File: config.mk
export PLATFORM = sky130hd
export DESIGN_NAME = masked_hpc3_mul_chain_flat
export DESIGN_NICKNAME = d
export VERILOG_FILES = /design/src/rtl/masked_hpc3_mul_chain_pkg.sv /design/src/rtl/masked_hpc3_mul_chain_if.sv /design/src/rtl/masked_hpc3_1_mul.sv /design/src/rtl/masked_hpc3_1_mul_skewed.sv /design/src/rtl/masked_valid_chain.sv /design/src/rtl/masked_hpc3_mul_chain.sv /design/src/flat_wrapper.sv
export SDC_FILE = /design/constraint.sdc
export NUM_CORES = 1
export LEC_CHECK = 0
export CAP_MARGIN = 20
export CORE_MARGIN = 2
export CORE_UTILIZATION = 46
export DETAILED_ROUTE_END_ITERATION = 10
export PLACE_DENSITY = 0.82
export RECOVER_POWER = 50
export SKIP_LAST_GASP = 1
export SYNTH_ARGS = -nofsm -noshare
export SYNTH_HDL_FRONTEND = slang
export SYNTH_HIERARCHICAL = 1
export SYNTH_SLANG_ARGS = --single-unit
File: constraint.sdc
create_clock -name in_clock -period 3.2 [get_ports in_clock]
set_input_delay 0.64 -clock in_clock [delete_from_list [all_inputs] [get_ports in_clock]]
set_output_delay 0.64 -clock in_clock [all_outputs]
set_load 0.03 [all_outputs]
File: src/rtl/masked_hpc3_mul_chain_pkg.sv
// Shared constants and index helpers for the masked HPC3 multiplier chain.
// Pairs of shares (i,j) with i<j map to a flat quadratic-randomness index.
package masked_hpc3_mul_chain_pkg;

    function automatic int num_quad(input int n);
        return (n * (n - 1)) / 2;
    endfunction

    // Cycles from the in_valid cycle until stage k presents its result.
    function automatic int chain_latency(input int k);
        return k + 1;
    endfunction

    // Which in_r slot feeds stage k.
    function automatic int r_idx(input int k, input int reuse);
        return (reuse != 0) ? 0 : k;
    endfunction

    // Symmetric pair index: (i,j) and (j,i) share the same r/p slot.
    function automatic int pair_idx(input int i, input int j, input int n);
        int lo;
        int hi;
        int q;
        lo = (i < j) ? i : j;
        hi = (i < j) ? j : i;
        q  = 0;
        for (int x = 0; x < lo; x++) begin
            q += n - 1 - x;
        end
        return q + hi - lo - 1;
    endfunction

endpackage

File: src/rtl/masked_hpc3_mul_chain_if.sv
// Operand/result bundle of the masked multiplier chain.
// in_valid qualifies in_a/in_b/in_r for one cycle; there is no ready, the chain
// accepts every cycle. out_valid[k] qualifies out_x[k]; out_busy = any in flight.
interface masked_hpc3_mul_chain_if #(
    parameter int NUM_SHARES = 2,
    parameter int BIT_WIDTH  = 1,
    parameter int NUM_STAGES = 2
);
    localparam int NQ = masked_hpc3_mul_chain_pkg::num_quad(NUM_SHARES);

    logic                                                in_valid;
    logic [NUM_SHARES-1:0][BIT_WIDTH-1:0]                in_a;
    logic [NUM_STAGES-1:0][NUM_SHARES-1:0][BIT_WIDTH-1:0] in_b;
    logic [NUM_STAGES-1:0][NQ-1:0][BIT_WIDTH-1:0]         in_r;
    logic [NUM_STAGES-1:0][NQ-1:0][BIT_WIDTH-1:0]         in_p;
    logic [NUM_STAGES-1:0][NUM_SHARES-1:0][BIT_WIDTH-1:0] out_x;
    logic [NUM_STAGES-1:0]                               out_valid;
    logic                                                out_busy;

    modport master (
        output in_valid, in_a, in_b, in_r, in_p,
        input  out_x, out_valid, out_busy
    );

    modport slave (
        input  in_valid, in_a, in_b, in_r, in_p,
        output out_x, out_valid, out_busy
    );
endinterface

File: src/rtl/masked_hpc3_1_mul.sv
// First-order-style HPC3 masked AND with one register stage, any share count.
// Every cross term is registered before recombination so shares never meet unmasked.
module masked_hpc3_1_mul
    import masked_hpc3_mul_chain_pkg::*;
#(
    parameter int NUM_SHARES = 2,
    parameter int BIT_WIDTH  = 1,
    localparam int NQ        = num_quad(NUM_SHARES)
) (
    input  logic                                 clk,
    input  logic                                 rst,
    input  logic [NUM_SHARES-1:0][BIT_WIDTH-1:0] a,
    input  logic [NUM_SHARES-1:0][BIT_WIDTH-1:0] b,
    input  logic [NQ-1:0][BIT_WIDTH-1:0]         r,
    input  logic [NQ-1:0][BIT_WIDTH-1:0]         p,
    output logic [NUM_SHARES-1:0][BIT_WIDTH-1:0] c
);

    // Diagonal of term_m holds a_i*b_i; off-diagonal pairs carry the blinded products.
    logic [NUM_SHARES-1:0][NUM_SHARES-1:0][BIT_WIDTH-1:0] term_m;
    logic [NUM_SHARES-1:0][NUM_SHARES-1:0][BIT_WIDTH-1:0] term_p;

    always_ff @(posedge clk) begin
        if (rst) begin
            term_m <= '0;
            term_p <= '0;
        end else begin
            for (int i = 0; i < NUM_SHARES; i++) begin
                for (int j = 0; j < NUM_SHARES; j++) begin
                    if (i == j) begin
                        term_m[i][j] <= a[i] & b[i];
                        term_p[i][j] <= '0;
                    end else begin
                        term_m[i][j] <= a[i] & (b[j] ^ r[pair_idx(i, j, NUM_SHARES)]);
                        term_p[i][j] <= (~a[i] & r[pair_idx(i, j, NUM_SHARES)])
                                        ^ p[pair_idx(i, j, NUM_SHARES)];
                    end
                end
            end
        end
    end

    always_comb begin
        c = '0;
        for (int i = 0; i < NUM_SHARES; i++) begin
            for (int j = 0; j < NUM_SHARES; j++) begin
                c[i] = c[i] ^ term_m[i][j] ^ term_p[i][j];
            end
        end
    end

endmodule

File: src/rtl/masked_hpc3_1_mul_skewed.sv
// HPC3 multiplier whose b and r operands are delayed DELAY_BR cycles so they
// line up with an a operand arriving late from an upstream stage.
module masked_hpc3_1_mul_skewed
    import masked_hpc3_mul_chain_pkg::*;
#(
    parameter int NUM_SHARES = 2,
    parameter int BIT_WIDTH  = 1,
    parameter int DELAY_BR   = 1,
    localparam int NQ        = num_quad(NUM_SHARES)
) (
    input  logic                                 clk,
    input  logic                                 rst,
    input  logic [NUM_SHARES-1:0][BIT_WIDTH-1:0] a,
    input  logic [NUM_SHARES-1:0][BIT_WIDTH-1:0] b,
    input  logic [NQ-1:0][BIT_WIDTH-1:0]         r,
    input  logic [NQ-1:0][BIT_WIDTH-1:0]         p,
    output logic [NUM_SHARES-1:0][BIT_WIDTH-1:0] c
);

    logic [DELAY_BR-1:0][NUM_SHARES-1:0][BIT_WIDTH-1:0] b_dly;
    logic [DELAY_BR-1:0][NQ-1:0][BIT_WIDTH-1:0]         r_dly;

    always_ff @(posedge clk) begin
        if (rst) begin
            b_dly <= '0;
            r_dly <= '0;
        end else begin
            b_dly[0] <= b;
            r_dly[0] <= r;
            for (int d = 1; d < DELAY_BR; d++) begin
                b_dly[d] <= b_dly[d-1];
                r_dly[d] <= r_dly[d-1];
            end
        end
    end

    // p is deliberately not delayed: the caller supplies it in the compute cycle.
    masked_hpc3_1_mul #(
        .NUM_SHARES (NUM_SHARES),
        .BIT_WIDTH  (BIT_WIDTH)
    ) u_core (
        .clk (clk),
        .rst (rst),
        .a   (a),
        .b   (b_dly[DELAY_BR-1]),
        .r   (r_dly[DELAY_BR-1]),
        .p   (p),
        .c   (c)
    );

endmodule

File: src/rtl/masked_valid_chain.sv
// Valid shift register for fixed-latency masked pipelines, plus a busy flag
// covering both the in-flight slots and the operation being offered now.
module masked_valid_chain #(
    parameter int DEPTH = 2
) (
    input  logic             clk,
    input  logic             rst,
    input  logic             valid,
    output logic [DEPTH-1:0] stage_valid,
    output logic             busy
);

    always_ff @(posedge clk) begin
        if (rst) begin
            stage_valid <= '0;
        end else begin
            stage_valid[0] <= valid;
            for (int d = 1; d < DEPTH; d++) begin
                stage_valid[d] <= stage_valid[d-1];
            end
        end
    end

    assign busy = (|stage_valid) | valid;

endmodule

File: src/rtl/masked_hpc3_mul_chain.sv
// Chain of HPC3 masked multipliers: x(k+1) = x(k) AND b(k), x(0) = a.
// All operands enter together; stage k realigns its b/r internally by k cycles.
module masked_hpc3_mul_chain
    import masked_hpc3_mul_chain_pkg::*;
#(
    parameter int NUM_SHARES = 2,
    parameter int BIT_WIDTH  = 1,
    parameter int NUM_STAGES = 2,
    parameter int REUSE_R    = 1
) (
    input  logic                     in_clock,
    input  logic                     in_reset,
    masked_hpc3_mul_chain_if.slave   bus
);

    logic [NUM_STAGES-1:0][NUM_SHARES-1:0][BIT_WIDTH-1:0] x;
    logic [NUM_STAGES-1:0]                               stage_valid;
    logic                                                busy;

    for (genvar k = 0; k < NUM_STAGES; k++) begin : g_stage
        localparam int RI = r_idx(k, REUSE_R);
        if (k == 0) begin : g_head
            masked_hpc3_1_mul #(
                .NUM_SHARES (NUM_SHARES),
                .BIT_WIDTH  (BIT_WIDTH)
            ) u_mul (
                .clk (in_clock),
                .rst (in_reset),
                .a   (bus.in_a),
                .b   (bus.in_b[0]),
                .r   (bus.in_r[0]),
                .p   (bus.in_p[0]),
                .c   (x[0])
            );
        end else begin : g_tail
            masked_hpc3_1_mul_skewed #(
                .NUM_SHARES (NUM_SHARES),
                .BIT_WIDTH  (BIT_WIDTH),
                .DELAY_BR   (chain_latency(k) - 1)
            ) u_mul (
                .clk (in_clock),
                .rst (in_reset),
                .a   (x[k-1]),
                .b   (bus.in_b[k]),
                .r   (bus.in_r[RI]),
                .p   (bus.in_p[k]),
                .c   (x[k])
            );
        end
    end

    masked_valid_chain #(
        .DEPTH (NUM_STAGES)
    ) u_valid (
        .clk         (in_clock),
        .rst         (in_reset),
        .valid       (bus.in_valid),
        .stage_valid (stage_valid),
        .busy        (busy)
    );

    assign bus.out_x     = x;
    assign bus.out_valid = stage_valid;
    assign bus.out_busy  = busy;

endmodule

File: src/flat_wrapper.sv
// flat-port wrapper written by rule: the top's interface ports become plain ports
module masked_hpc3_mul_chain_flat import masked_hpc3_mul_chain_pkg::*;
#(
    parameter int NUM_SHARES = 2,
    parameter int BIT_WIDTH  = 1,
    parameter int NUM_STAGES = 2,
    parameter int REUSE_R    = 1
)
  (in_clock, in_reset, bus_in_valid, bus_in_a, bus_in_b, bus_in_r, bus_in_p, bus_out_x, bus_out_valid, bus_out_busy);
  masked_hpc3_mul_chain_if #(.NUM_SHARES(NUM_SHARES), .BIT_WIDTH(BIT_WIDTH), .NUM_STAGES(NUM_STAGES)) bus_i ();
  input  logic in_clock;
  input  logic in_reset;
  input wire logic [$bits(bus_i.in_valid)-1:0] bus_in_valid;
  input wire logic [$bits(bus_i.in_a)-1:0] bus_in_a;
  input wire logic [$bits(bus_i.in_b)-1:0] bus_in_b;
  input wire logic [$bits(bus_i.in_r)-1:0] bus_in_r;
  input wire logic [$bits(bus_i.in_p)-1:0] bus_in_p;
  output wire logic [$bits(bus_i.out_x)-1:0] bus_out_x;
  output wire logic [$bits(bus_i.out_valid)-1:0] bus_out_valid;
  output wire logic [$bits(bus_i.out_busy)-1:0] bus_out_busy;
  assign bus_i.in_valid = bus_in_valid;
  assign bus_i.in_a = bus_in_a;
  assign bus_i.in_b = bus_in_b;
  assign bus_i.in_r = bus_in_r;
  assign bus_i.in_p = bus_in_p;
  assign bus_out_x = bus_i.out_x;
  assign bus_out_valid = bus_i.out_valid;
  assign bus_out_busy = bus_i.out_busy;
  masked_hpc3_mul_chain #(.NUM_SHARES(NUM_SHARES), .BIT_WIDTH(BIT_WIDTH), .NUM_STAGES(NUM_STAGES), .REUSE_R(REUSE_R)) u_core (.in_clock(in_clock), .in_reset(in_reset), .bus(bus_i));
endmodule
# == After elaboration in Yosys (flattened, before gate mapping) ==
# Index checks and enable logic that the tools add are counted.
# Widths: inputs -> output; s select.
# op_classes
n_bitwise,37
n_reduce_logical,1
# ops
cell,count
$xor 1x1->1,18
$and 1x1->1,12
$not 1->1,4
$reduce_or 2->1,1
$xor 1x1->1 const B,2
$or 1x1->1,1
# word_totals
reg_bits,19
in_bits,13

# == Longest topological paths before layout ==
# depth
word_depth,6
depth_mapped,5
depth_no_buf,5

# == Modules after synthesis ==
# Netlist, hierarchy kept.
# by_module_without_submodules
mod,n_inst,cells_per_inst,area_each_um2,seq_area_each_um2
masked_hpc3_1_mul,2,22,250.2,120.1
masked_hpc3_1_mul_skewed,1,6,78.8,60.1
masked_valid_chain,1,5,58.8,40.0

# == Least setup slack after synthesis ==
# OpenSTA, ideal clock, no wires.
# synth_path
kind,input to output
startpoint,input bus_in_valid
endpoint,output bus_out_busy
arrival_time_ns,1.088
setup_slack_ns,1.472
path_stages,1
path_cell_list,or3_1
# synth_between
elab_chain_cells,1
# synth_rtl
item,line,source
"start, declared",flat_wrapper.sv:13,input wire logic [$bits(bus_i.in_valid)-1:0] bus_in_valid;
$or 1x1->1,masked_valid_chain.sv:24,assign busy = (|stage_valid) | valid;
"end, declared",flat_wrapper.sv:20,output wire logic [$bits(bus_i.out_busy)-1:0] bus_out_busy;
# Every way passes these cells.

# == Worst setup path in the final report ==
# Ends and elaborated chain as after synthesis.

==> flow_summary.json <==
{
  "cts-hold-fix-buffers": 0,
  "nFillCells": 120,
  "fin_crit_sh_pct": 80.8,
  "setup_viol_count_final": 0,
  "syn-mean-instance-area_sq_um": 11.6,
  "clkTransAtPathRegs_ps": 90,
  "cp_cell_sequence": "clkdlybuf4s50_1, or3_1, clkdlybuf4s50_1",
  "synth_top_family_by_area": "simple AND/OR/NAND/NOR gates",
  "yosysWarnings": 6,
  "muxShareOfSynthArea_pct": 0,
  "via_per_inst": 4.55,
  "clock_path_buffers": 2,
  "fin_util_pct": 65.6,
  "first_pass_iters": 2,
  "syn_inst": 55,
  "grt_pass1_vias": 391,
  "syn_nets": 68,
  "cp-end-kind": "output pin",
  "gp_congestion": 0.609,
  "crit_fanout": 2,
  "wl_per_cell_um": 10.1,
  "critPathSlowestCell": "clkdlybuf4s50_1",
  "cp_common_cell": "clkdlybuf4s50_1",
  "antenna_found_initial": 0,
  "startpoint_type": "input port",
  "relSlewSlack_pct": 64.3,
  "yosys-top-cells-area": "dfxtp_1, xnor2_1, and3b_1",
  "path_buf_inv": 2,
  "cp.required_ps": 2560,
  "yosysSeqAreaShare_pct": 53.3,
  "drive_gt1_share_pct": 3.90,
  "fp-row-count": 13,
  "n_antenna_cell": 0,
  "fin_skew_ps": 5.93,
  "grt_start_max_net_pins": 18,
  "arrival_ps": 1950,
  "p_clk_share_pct": 25.2,
  "p_int_uw": 326,
  "place_inst": 88,
  "start_util_pct": 49.0,
  "fin_crit_ps": 2590,
  "layoutNonFillerInstCount": 92,
  "multi_input_area_sq_um": 288,
  "swShare_pct": 26.0,
  "numCtsBuffers": 3,
  "maxSlewViolCount": 0,
  "synth-xor-area-share_pct": 22.0,
  "yosysTopAreaCell": "dfxtp_1",
  "die-area_sq_mm": 0.00170,
  "h-tree-depth": 1,
  "cts_sinks": 17,
  "clk_latency_ps": 280,
  "finalSetupTns_ps": 0,
  "crit_type": "in -> out",
  "fp.dieH_um": 41.2,
  "outcome": "finished, final reports clean",
  "pwr-share-seq_pct": 52.2,
  "path_delay_family": "buffers and inverters",
  "synth_top_area_share_pct": 53.3,
  "grt_first_pass_wirelength_um": 1410,
  "p_leak_nw": 0.328,
  "peakVddDrop_v": 0.000330,
  "report.final.hold_viol_count": 0,
  "rsz0062_at_grt": "false",
  "post-route-drc-count": 0,
  "seq_area_sq_um": 340,
  "grt_usage_pct": 14.0,
  "synth_compound_area_share_pct": 0,
  "ys_types": 9,
  "drt_iter0_markers": 4,
  "core_sq_mm": 0.00130,
  "worst_pin_slew_ps": 533,
  "route.vias.total": 419,
  "power.net_switching_uw": 114,
  "max_freq_ghz": 0.387,
  "io_buffers": 18,
  "fp.dieW_um": 41.2,
  "hold_path_class": "reg -> reg",
  "clock-root-buffer": "clkbuf_4",
  "ios": 20,
  "synth_seq_cells": 17,
  "area_delta_synth_final_pct": 33.7,
  "post_cts_buffers": 0,
  "post_cts_resized": 0,
  "slowest_delay_ps": 600,
  "ant_nets": 0,
  "combinationalPowerShare_pct": 22.7,
  "grt-ovfl-total": 0,
  "synth_simple_gate_area_share_pct": 24.7,
  "synthAdderAreaFrac_pct": 0,
  "routed_wl_um": 928,
  "power_density_mw_per_mm2": 516,
  "cap_viol_max_count": 0,
  "synth_area_sq_um": 638,
  "cts_tree": "built",
  "nets": 91,
  "dp_hpwl_um": 699
}
[cells in the mapped netlist]
master   instances
and2b_1          4
and3b_1          4
dfxtp_1         17
nor2_1           4
nor2b_1          5
nor3b_1          2
nor3b_2          2
or3_1            1
xnor2_1         16
[stage by stage]
| stage | hold slack, ps | instance area [sq um] | worst slack (ps) | total power [mW] |
|---|---|---|---|---|
| global placement | 466 | 837 | 627 | 0.335 |
| finish | 487 | 853 | 614 | 0.440 |
| global route | 519 | 853 | 573 | 0.462 |
| detailed placement | 469 | 837 | 616 | 0.337 |
| floorplan | 483 | 638 | 1470 | 0.293 |
| CTS | 486 | 863 | 608 | 0.448 |
[path summary, 6_finish.rpt]
kind	startpoint	end	slack (ps)	depth (start not counted)
min	u_core/u_valid/stage_valid[0]	u_core/u_valid/stage_valid[1]	490	1
min reg2reg	u_core/u_valid/stage_valid[0]	u_core/u_valid/stage_valid[1]	490	1
max reg2reg	u_core/g_stage[0].g_head.u_mul/term_m[0]	u_core/g_stage[1].g_tail.u_mul/u_core/term_p[1]	1940	5
max	bus_in_valid	bus_out_busy	610	3
[cell usage in the layout, fill, tap and decap left out]
cell type	netlist	final
nor3b_1	2	4
or3_1	1	1
and3b_1	4	4
clkbuf_1	0	1
clkbuf_4	0	3
dfxtp_1	17	17
xnor2_1	16	16
clkdlybuf4s50_1	0	17
nor2_1	4	4
and2b_1	4	4
dlygate4sd3_1	0	1
nor2b_1	5	5
[registers in the layout, summed over array words and instances, names as in the netlist]
| name | count |
|---|---|
| u_core/g_stage.g_head.u_mul/term_m | 4 |
| u_core/g_stage.g_tail.u_mul/b_dly | 2 |
| u_core/g_stage.g_tail.u_mul/u_core/term_m | 4 |
| u_core/u_valid/stage_valid | 2 |
| u_core/g_stage.g_tail.u_mul/r_dly | 1 |
| u_core/g_stage.g_tail.u_mul/u_core/term_p | 2 |
| u_core/g_stage.g_head.u_mul/term_p | 2 |
[cells by family after synthesis]
family	after synthesis
and+or+nand+nor	22
DFF	17
xor gates and xnor gates	16
[area by class of cell]
class | instances | share of cell area (%)
sequential | 17 | 39.9
multi-input combinational | 38 | 33.7
timing repair buffer | 18 | 21.1
tap | 15 | 2.20
clock buffer | 4 | 3.08
[power by group through the flow]
stage	Clock, mW	Sequential [mW]	Combinational [mW]
floorplan	0	0.236	0.0570
global placement	0	0.235	0.101
detailed placement	0	0.235	0.102
CTS	0.115	0.230	0.102
global route	0.123	0.231	0.108
finish	0.111	0.230	0.0997
[routing by layer]
| layer | track usage, % | up-vias | share of wire (%) |
|---|---|---|---|
| li1 | - | 219 | - |
| met1 | 10.5 | 189 | 43 |
| met2 | 27.0 | 11 | 52 |
| met3 | 4.89 | 0 | 5.4 |
| met4 | 12.1 | 0 | 0 |
| met5 | 0 | - | 0 |
Power figures use the tool's default switching activity.
